## src/rtl/alu_operand_issue_pkg.sv

```systemverilog
// -----------------------------------------------------------------------------
// alu_operand_issue_pkg
// Shared definitions for the ALU operand-issue stage:
//   - ALUOp encodings understood by the downstream combinational ALU
//   - aluop_legal(): legality test for a 3-bit ALUOp code
//   - issue FSM state encoding
// No ports (package).
// -----------------------------------------------------------------------------
package alu_operand_issue_pkg;

    localparam int XLEN = 32;
    localparam int AW   = 5;

    localparam logic [2:0] ALU_ADDU    = 3'b000;
    localparam logic [2:0] ALU_SUBU    = 3'b001;
    localparam logic [2:0] ALU_AND     = 3'b010;
    localparam logic [2:0] ALU_OR      = 3'b011;
    localparam logic [2:0] ALU_L_RIGHT = 3'b100;
    localparam logic [2:0] ALU_S_RIGHT = 3'b101;

    typedef enum logic {
        ST_IDLE = 1'b0,
        ST_EXEC = 1'b1
    } state_e;

    // Legal codes are 000 through 101; 110 and 111 are illegal.
    function automatic logic aluop_legal(input logic [2:0] op);
        return (op <= ALU_S_RIGHT);
    endfunction

endpackage

```

## src/rtl/alu_operand_issue_grf.sv

```systemverilog
// -----------------------------------------------------------------------------
// alu_operand_issue_grf
// General register file: NREG x 32 bits, $0 hardwired to zero.
// Ports:
//   clk, reset_n          clock, asynchronous active-low reset (regs -> RST_VAL)
//   rs_addr/rs_data       async read port A
//   rt_addr/rt_data       async read port B
//   dbg_addr/dbg_data     async debug read port
//   we/wa/wd              synchronous write port (writes to $0 ignored)
// -----------------------------------------------------------------------------
module alu_operand_issue_grf
    import alu_operand_issue_pkg::*;
#(
    parameter int              NREG    = 32,
    parameter logic [XLEN-1:0] RST_VAL = 32'h0
) (
    input  logic            clk,
    input  logic            reset_n,
    input  logic [AW-1:0]   rs_addr,
    output logic [XLEN-1:0] rs_data,
    input  logic [AW-1:0]   rt_addr,
    output logic [XLEN-1:0] rt_data,
    input  logic [AW-1:0]   dbg_addr,
    output logic [XLEN-1:0] dbg_data,
    input  logic            we,
    input  logic [AW-1:0]   wa,
    input  logic [XLEN-1:0] wd
);

    // Every GPR needs an asynchronous reset value, so storage is plain flops.
    logic [XLEN-1:0] regs [NREG];

    assign regs[0] = '0;

    generate
        for (genvar gi = 1; gi < NREG; gi++) begin : g_reg
            logic [XLEN-1:0] r_q;
            always_ff @(posedge clk or negedge reset_n) begin
                if (!reset_n) begin
                    r_q <= RST_VAL;
                end else if (we && (wa == AW'(gi))) begin
                    r_q <= wd;
                end
            end
            assign regs[gi] = r_q;
        end
    endgenerate

    // Addresses beyond NREG read as zero.
    assign rs_data  = (32'(rs_addr)  < NREG) ? regs[rs_addr]  : '0;
    assign rt_data  = (32'(rt_addr)  < NREG) ? regs[rt_addr]  : '0;
    assign dbg_data = (32'(dbg_addr) < NREG) ? regs[dbg_addr] : '0;

endmodule

```

## src/rtl/alu_operand_issue.sv

```systemverilog
// -----------------------------------------------------------------------------
// alu_operand_issue
// Operand-issue stage in front of a combinational ALU. Accepts one request per
// handshake, reads rs/rt (or the immediate) from the GPR file, drives
// registered A/B/ALUOp to the ALU, then writes the ALU result C back to rd on
// the following edge. Illegal ALUOps (110/111) are issued but never written
// back and set the sticky op_err flag.
// Ports:
//   clk, reset_n                      clock, asynchronous active-low reset
//   req_valid/req_ready               request handshake
//   req_rs/rt/rd/op/use_imm/imm       request fields
//   alu_a/alu_b/alu_op (out), alu_c   ALU interface
//   wb_valid/wb_addr/wb_data          write-back observation
//   op_err                            sticky illegal-op flag
//   dbg_addr/dbg_data                 combinational GPR debug read
// Build option: ALU_ISSUE_BYPASS_EN -- accept in EXEC (1 op/cycle) and forward
//   alu_c to operands that depend on the op currently executing.
// -----------------------------------------------------------------------------
module alu_operand_issue
    import alu_operand_issue_pkg::*;
#(
    parameter int              NREG    = 32,
    parameter logic [XLEN-1:0] RST_VAL = 32'h0
) (
    input  logic            clk,
    input  logic            reset_n,
    input  logic            req_valid,
    output logic            req_ready,
    input  logic [AW-1:0]   req_rs,
    input  logic [AW-1:0]   req_rt,
    input  logic [AW-1:0]   req_rd,
    input  logic [2:0]      req_op,
    input  logic            req_use_imm,
    input  logic [XLEN-1:0] req_imm,
    output logic [XLEN-1:0] alu_a,
    output logic [XLEN-1:0] alu_b,
    output logic [2:0]      alu_op,
    input  logic [XLEN-1:0] alu_c,
    output logic            wb_valid,
    output logic [AW-1:0]   wb_addr,
    output logic [XLEN-1:0] wb_data,
    output logic            op_err,
    input  logic [AW-1:0]   dbg_addr,
    output logic [XLEN-1:0] dbg_data
);

    state_e          state_q;
    logic [AW-1:0]   rd_q;
    logic            legal_q;
    logic [XLEN-1:0] alu_a_q;
    logic [XLEN-1:0] alu_b_q;
    logic [2:0]      alu_op_q;
    logic            op_err_q;

    logic [XLEN-1:0] rs_data;
    logic [XLEN-1:0] rt_data;
    logic [XLEN-1:0] a_d;
    logic [XLEN-1:0] rt_val;
    logic [XLEN-1:0] b_d;
    logic            in_exec;
    logic            accept;

    assign in_exec = (state_q == ST_EXEC);

`ifdef ALU_ISSUE_BYPASS_EN
    // The GPR read still returns the pre-write value while the executing op's
    // result sits on alu_c, so dependent operands take it from there.
    logic fwd_ok;
    assign req_ready = 1'b1;
    assign fwd_ok    = in_exec && legal_q && (rd_q != '0);
    assign a_d       = (fwd_ok && (req_rs == rd_q)) ? alu_c : rs_data;
    assign rt_val    = (fwd_ok && !req_use_imm && (req_rt == rd_q)) ? alu_c : rt_data;
`else
    assign req_ready = !in_exec;
    assign a_d       = rs_data;
    assign rt_val    = rt_data;
`endif

    assign accept = req_valid && req_ready;
    assign b_d    = req_use_imm ? req_imm : rt_val;

    assign wb_valid = in_exec && legal_q;
    assign wb_addr  = rd_q;
    assign wb_data  = alu_c;

    assign alu_a  = alu_a_q;
    assign alu_b  = alu_b_q;
    assign alu_op = alu_op_q;
    assign op_err = op_err_q;

    alu_operand_issue_grf #(
        .NREG    (NREG),
        .RST_VAL (RST_VAL)
    ) u_grf (
        .clk      (clk),
        .reset_n  (reset_n),
        .rs_addr  (req_rs),
        .rs_data  (rs_data),
        .rt_addr  (req_rt),
        .rt_data  (rt_data),
        .dbg_addr (dbg_addr),
        .dbg_data (dbg_data),
        .we       (wb_valid),
        .wa       (rd_q),
        .wd       (alu_c)
    );

    always_ff @(posedge clk or negedge reset_n) begin
        if (!reset_n) begin
            state_q  <= ST_IDLE;
            rd_q     <= '0;
            legal_q  <= 1'b0;
            alu_a_q  <= '0;
            alu_b_q  <= '0;
            alu_op_q <= 3'b000;
            op_err_q <= 1'b0;
        end else begin
            // Illegal op is flagged at the edge that would have written it back.
            if (in_exec && !legal_q) begin
                op_err_q <= 1'b1;
            end
            if (accept) begin
                alu_a_q  <= a_d;
                alu_b_q  <= b_d;
                alu_op_q <= req_op;
                rd_q     <= req_rd;
                legal_q  <= aluop_legal(req_op);
                state_q  <= ST_EXEC;
            end else begin
                state_q  <= ST_IDLE;
            end
        end
    end

endmodule

```

## config.mk

```make
export PLATFORM = sky130hd
export DESIGN_NAME = alu_operand_issue
export DESIGN_NICKNAME = d
export VERILOG_FILES = /design/src/rtl/alu_operand_issue_pkg.sv /design/src/rtl/alu_operand_issue_grf.sv /design/src/rtl/alu_operand_issue.sv
export SDC_FILE = /design/constraint.sdc
export NUM_CORES = 2
export LEC_CHECK = 0
export ABC_AREA = 1
export BUFFER_PORTS_ARGS = -buffer_cell sky130_fd_sc_hd__buf_2
export CORE_MARGIN = 3
export CORE_UTILIZATION = 35
export CTS_CLUSTER_SIZE = 28
export DETAILED_ROUTE_END_ITERATION = 8
export MAX_ROUTING_LAYER = met4
export PLACE_DENSITY_LB_ADDON = 0.3
export SLEW_MARGIN = 20
export SYNTH_ARGS = -nofsm -noshare
export SYNTH_HDL_FRONTEND = slang
export SYNTH_SLANG_ARGS = --single-unit
export TNS_END_PERCENT = 1
```

## constraint.sdc

```tcl
create_clock -name clk -period 3.6 [get_ports clk]
set_input_delay 0.18 -clock clk [delete_from_list [all_inputs] [get_ports clk]]
set_output_delay 0.18 -clock clk [all_outputs]
set_load 0.005 [all_outputs]
```

==> PnR_summary.wiki <==
{| class="wikitable"
! Metric !! Value
|-
| Maximum operating frequency || 0.367 GHz
|-
| Core area || 191000 sq um
|-
| Sequential area share after synthesis || 39.5%
|-
| Outcome || finished, violations left
|-
| Total GRT Usage || approximately a third
|-
| Most repeated cell in the gate-level netlist after synthesis || nand2_1
|-
| Synthesized area per cell || 6.70 sq um
|-
| Total area of multi-input combinational cells || 33400 sq um
|-
| Area added between synthesis and finish || 11.4%
|-
| Synth warnings || 0
|-
| Routed vias/inst || 6.06
|-
| Post-synthesis instance area || 67600 sq um
|-
| Post-route clock period utilization || 75.7%
|-
| Fraction of final layout cells sized beyond drive strength 1 || 7.63%
|-
| Insertion delay to the later sink of the worst-skew pair || 0.82 ns
|-
| Number of inserted filler cells in the final layout || between 15000 and 20000
|-
| Quantity of gates resized following cts || 0
|-
| Relative max-transition margin || 19.1%
|-
| Critical Path Sink Type || output port
|-
| Net count after synthesis || ~10000
|-
| Most frequent cell on the critical path || o21ai_0
|-
| Worst path arrival time || 2.54 ns
|-
| Number of max-cap violations || 0
|-
| X dimension of the die || around 450 microns
|-
| Measured slew at the worst slew-check pin || between 1 and 1.5 ns
|-
| Io pins || 230
|-
| Final Instance Area || around 75000 sq um
|-
| Number of antenna violations at the first check in global routing || 9
|-
| Pin count of the biggest net entering global routing || 205
|-
| Most used flip-flop cell after synthesis || dfrtp_1
|-
| Number of pins exceeding their max-slew limit in the final report || 0
|-
| DRT Pass-1 Iters || 9
|-
| Number of global-route vias before repair || a little under 70000
|-
| Worst Setup Start Kind || flop
|-
| Largest driver fanout on the critical path || 3
|-
| First DRT Iteration DRCs || 12713
|-
| First-pass GRT wire length || 461000 microns
|-
| Synth Area in XOR/XNOR || 0%
|-
| Post-route minimum period || 2.72 ns
|-
| Post-Route Skew || 0.0355 ns
|-
| Top cells by area in the synthesized netlist || dfrtp_1, o21ai_0, nand2_1
|-
| Routed wire length || 316000 microns
|-
| Number of distinct library cell variants in the gate-level netlist after synthesis || 22
|-
| Setup TNS || 0 ns
|-
| H-tree lvl count || 4
|-
| Mux cell area share after synthesis || 0%
|-
| Post-synthesis cell type with the largest combined area || dfrtp_1
|-
| DRC errors left || 1
|-
| Fraction of the mapped netlist area in simple logic gates || 26.1%
|-
| Sequential cell area || 26700 sq um
|-
| Combinational family with the most area after synthesis || simple AND/OR/NAND/NOR gates
|-
| LEAKAGE || 38.6 nW
|-
| Compound-gate portion of the synthesized area || 22.9%
|-
| Violated checks || design-rule violations
|-
| Final GP Congestion || 0.922
|-
| Areal power density over the cells || 661 nW/um^2
|-
| Required time of the worst setup path || around 3.4 ns
|-
| Die span in y || about 450 microns
|-
| Class of the tightest hold or removal check || input port to flop
|-
| Final-stage net count || 9814
|-
| Clock net sink count || 1067
|-
| Maximum cell stage delay along the critical path || 0.35 ns
|-
| Initial core utilization || 35.4%
|-
| Total congestion overflow || 0
|-
| DR WL/cell || 25.5 microns
|-
| Master cell of the clock root buffer || clkbuf_16
|-
| Synthesized flop and latch total || 1067
|-
| Unrepaired setup endpoints after global routing || no
|-
| Buffers from clock root to sink, at most || 3
|-
| Post-route antenna net violation count || 0
|-
| Clock-pin slew on the worst setup and hold paths || 0.06 ns
|-
| Number of hold violations in the final report || 0
|-
| Yosys top cell area share || 39.5%
|-
| Number of vias after detailed routing || 74892
|-
| Number of standard-cell rows in the floorplan || 160
|-
| Number of enable flip-flop cells after synthesis || 0
|-
| Count of input and output buffers || about 230
|-
| Post-detail-place hpwl || 172000 microns
|-
| Area of the die || 198000 sq um
|-
| Max stage delay cell, worst path || dfrtp_1
|-
| Cell chain of the critical path || inv_1 -> a21oi_1 -> o21ai_0 -> nand3_1 -> o21ai_0 -> o21ai_0 -> nand2_1 -> nand2_1 -> buf_2
|-
| Top cell family by delay on the critical path || compound AO/OA/AOI/OAI gates
|-
| Share of synthesized cell area in full adder, half adder and majority cells || 0%
|-
| Worst ir drop on vdd || 0.386 mV
|-
| Async set-or-reset flop fraction in the synthesized netlist || 100%
|-
| TritonCTS clock tree || yes
|-
| Number of endpoints failing setup at the final stage || 0
|-
| Leading post-synthesis cells by instance count || nand2_1, o21ai_0, nand3_1
|-
| Buffering stage count on the worst path with inverters included || 2
|-
| Post-placement cell area || 70200 sq um
|-
| Critical path start-end classification || flop to output port
|-
| CTS buffer count || 134
|-
| Synth Instances || 10086
|}
[registers in the layout, indices dropped and copies added (netlist names)]
name,flops
alu_a,32
alu_b,32
alu_op,3
in_exec,1
legal_q,1
op_err,1
u_grf.g.r_q,992
wb_addr,5
[through the flow]
step	hold slack [ns]	setup slack (ns)	instances	total power, mW	utilization, %
finish	0.0663	0.875	12353	49.8	39.4
global placement	0.184	0.913	12052	34.5	36.8
CTS	0.00431	0.878	12343	49.4	39.4
floorplan	-0.116	2.02	10086	30.3	-
global route	0.0795	0.753	12349	53.0	39.4
detailed placement	0.175	0.989	12052	35.1	36.8
[cell type report]
type / instances / area share [%]
timing repair buffer: 458 / 5.16
clock buffer: 198 / 5.26
tap: 2511 / 4.17
clock inverter: 47 / 0.783
antenna: 10 / 0.0332
inverter: 938 / 4.77
sequential: 1067 / 35.5
multi-input combinational: 7124 / 44.4
[report_power, final]
part           total (mW)  internal, mW  switching [mW]
logic                15.2          5.42            9.77
registers            20.4          16.7            3.71
clock network        14.2          8.26            5.90
[timing repair]
item                      4_1_cts  5_1_grt
hold endpoints to repair      658        0
setup buffers                   0        0
hold buffers                   46        0
[placed cells by master (no fill, tap or decap), types with 82 or more instances in the layout]
cell type,Yosys,final
o21ai_0,1854,1854
a21oi_1,920,920
nand3_1,1553,1552
inv_1,927,920
nor2_1,85,82
buf_2,226,216
buf_4,53,122
clkbuf_16,0,134
o211ai_1,202,202
nand2_1,2406,2383
dfrtp_1,1067,1067
[routing by layer]
metal | share of wire [%] | GRT usage (%)
met1 | 39 | 41.0
met2 | 41 | 45.3
met3 | 14 | 7.55
met4 | 6.0 | 16.7
met5 | 0 | -
[final timing paths]
path / from / to / slack, ns / cells after the start
max: u_grf.g_reg[5].r_q[23] / dbg_data[23] / 0.88 / 9
min: req_rs[2] / alu_a[5] / 0.07 / 6
max reg2reg: wb_addr[3] / u_grf.g_reg[1].r_q[18] / 0.88 / 5
min reg2reg: alu_a[3] / alu_a[3] / 0.48 / 2
max in group asynchronous: reset_n / u_grf.g_reg[11].r_q[29] / 2.01 / 4
min in group asynchronous: reset_n / u_grf.g_reg[3].r_q[17] / 0.47 / 3
[worst reg2reg max path, stage by stage (launching register included)]
cell and delay (ns):
dfrtp_1 0.44, nor2_1 0.36, inv_1 0.14, nor2_1 0.44, nand2_4 0.75, o21ai_0 0.48
[kinds of logic (layout without fill, tap and decap cells)]
logic type | count (synthesis) | after routing
and+or+nand+nor | 4127 | 4127
AOI/OAI and AO/OA | 2997 | 2997
other | 0 | 10
DFF | 1067 | 1067
buffers and inverters | 1895 | 1641
No activity file was read; power rests on OpenSTA's default activity.
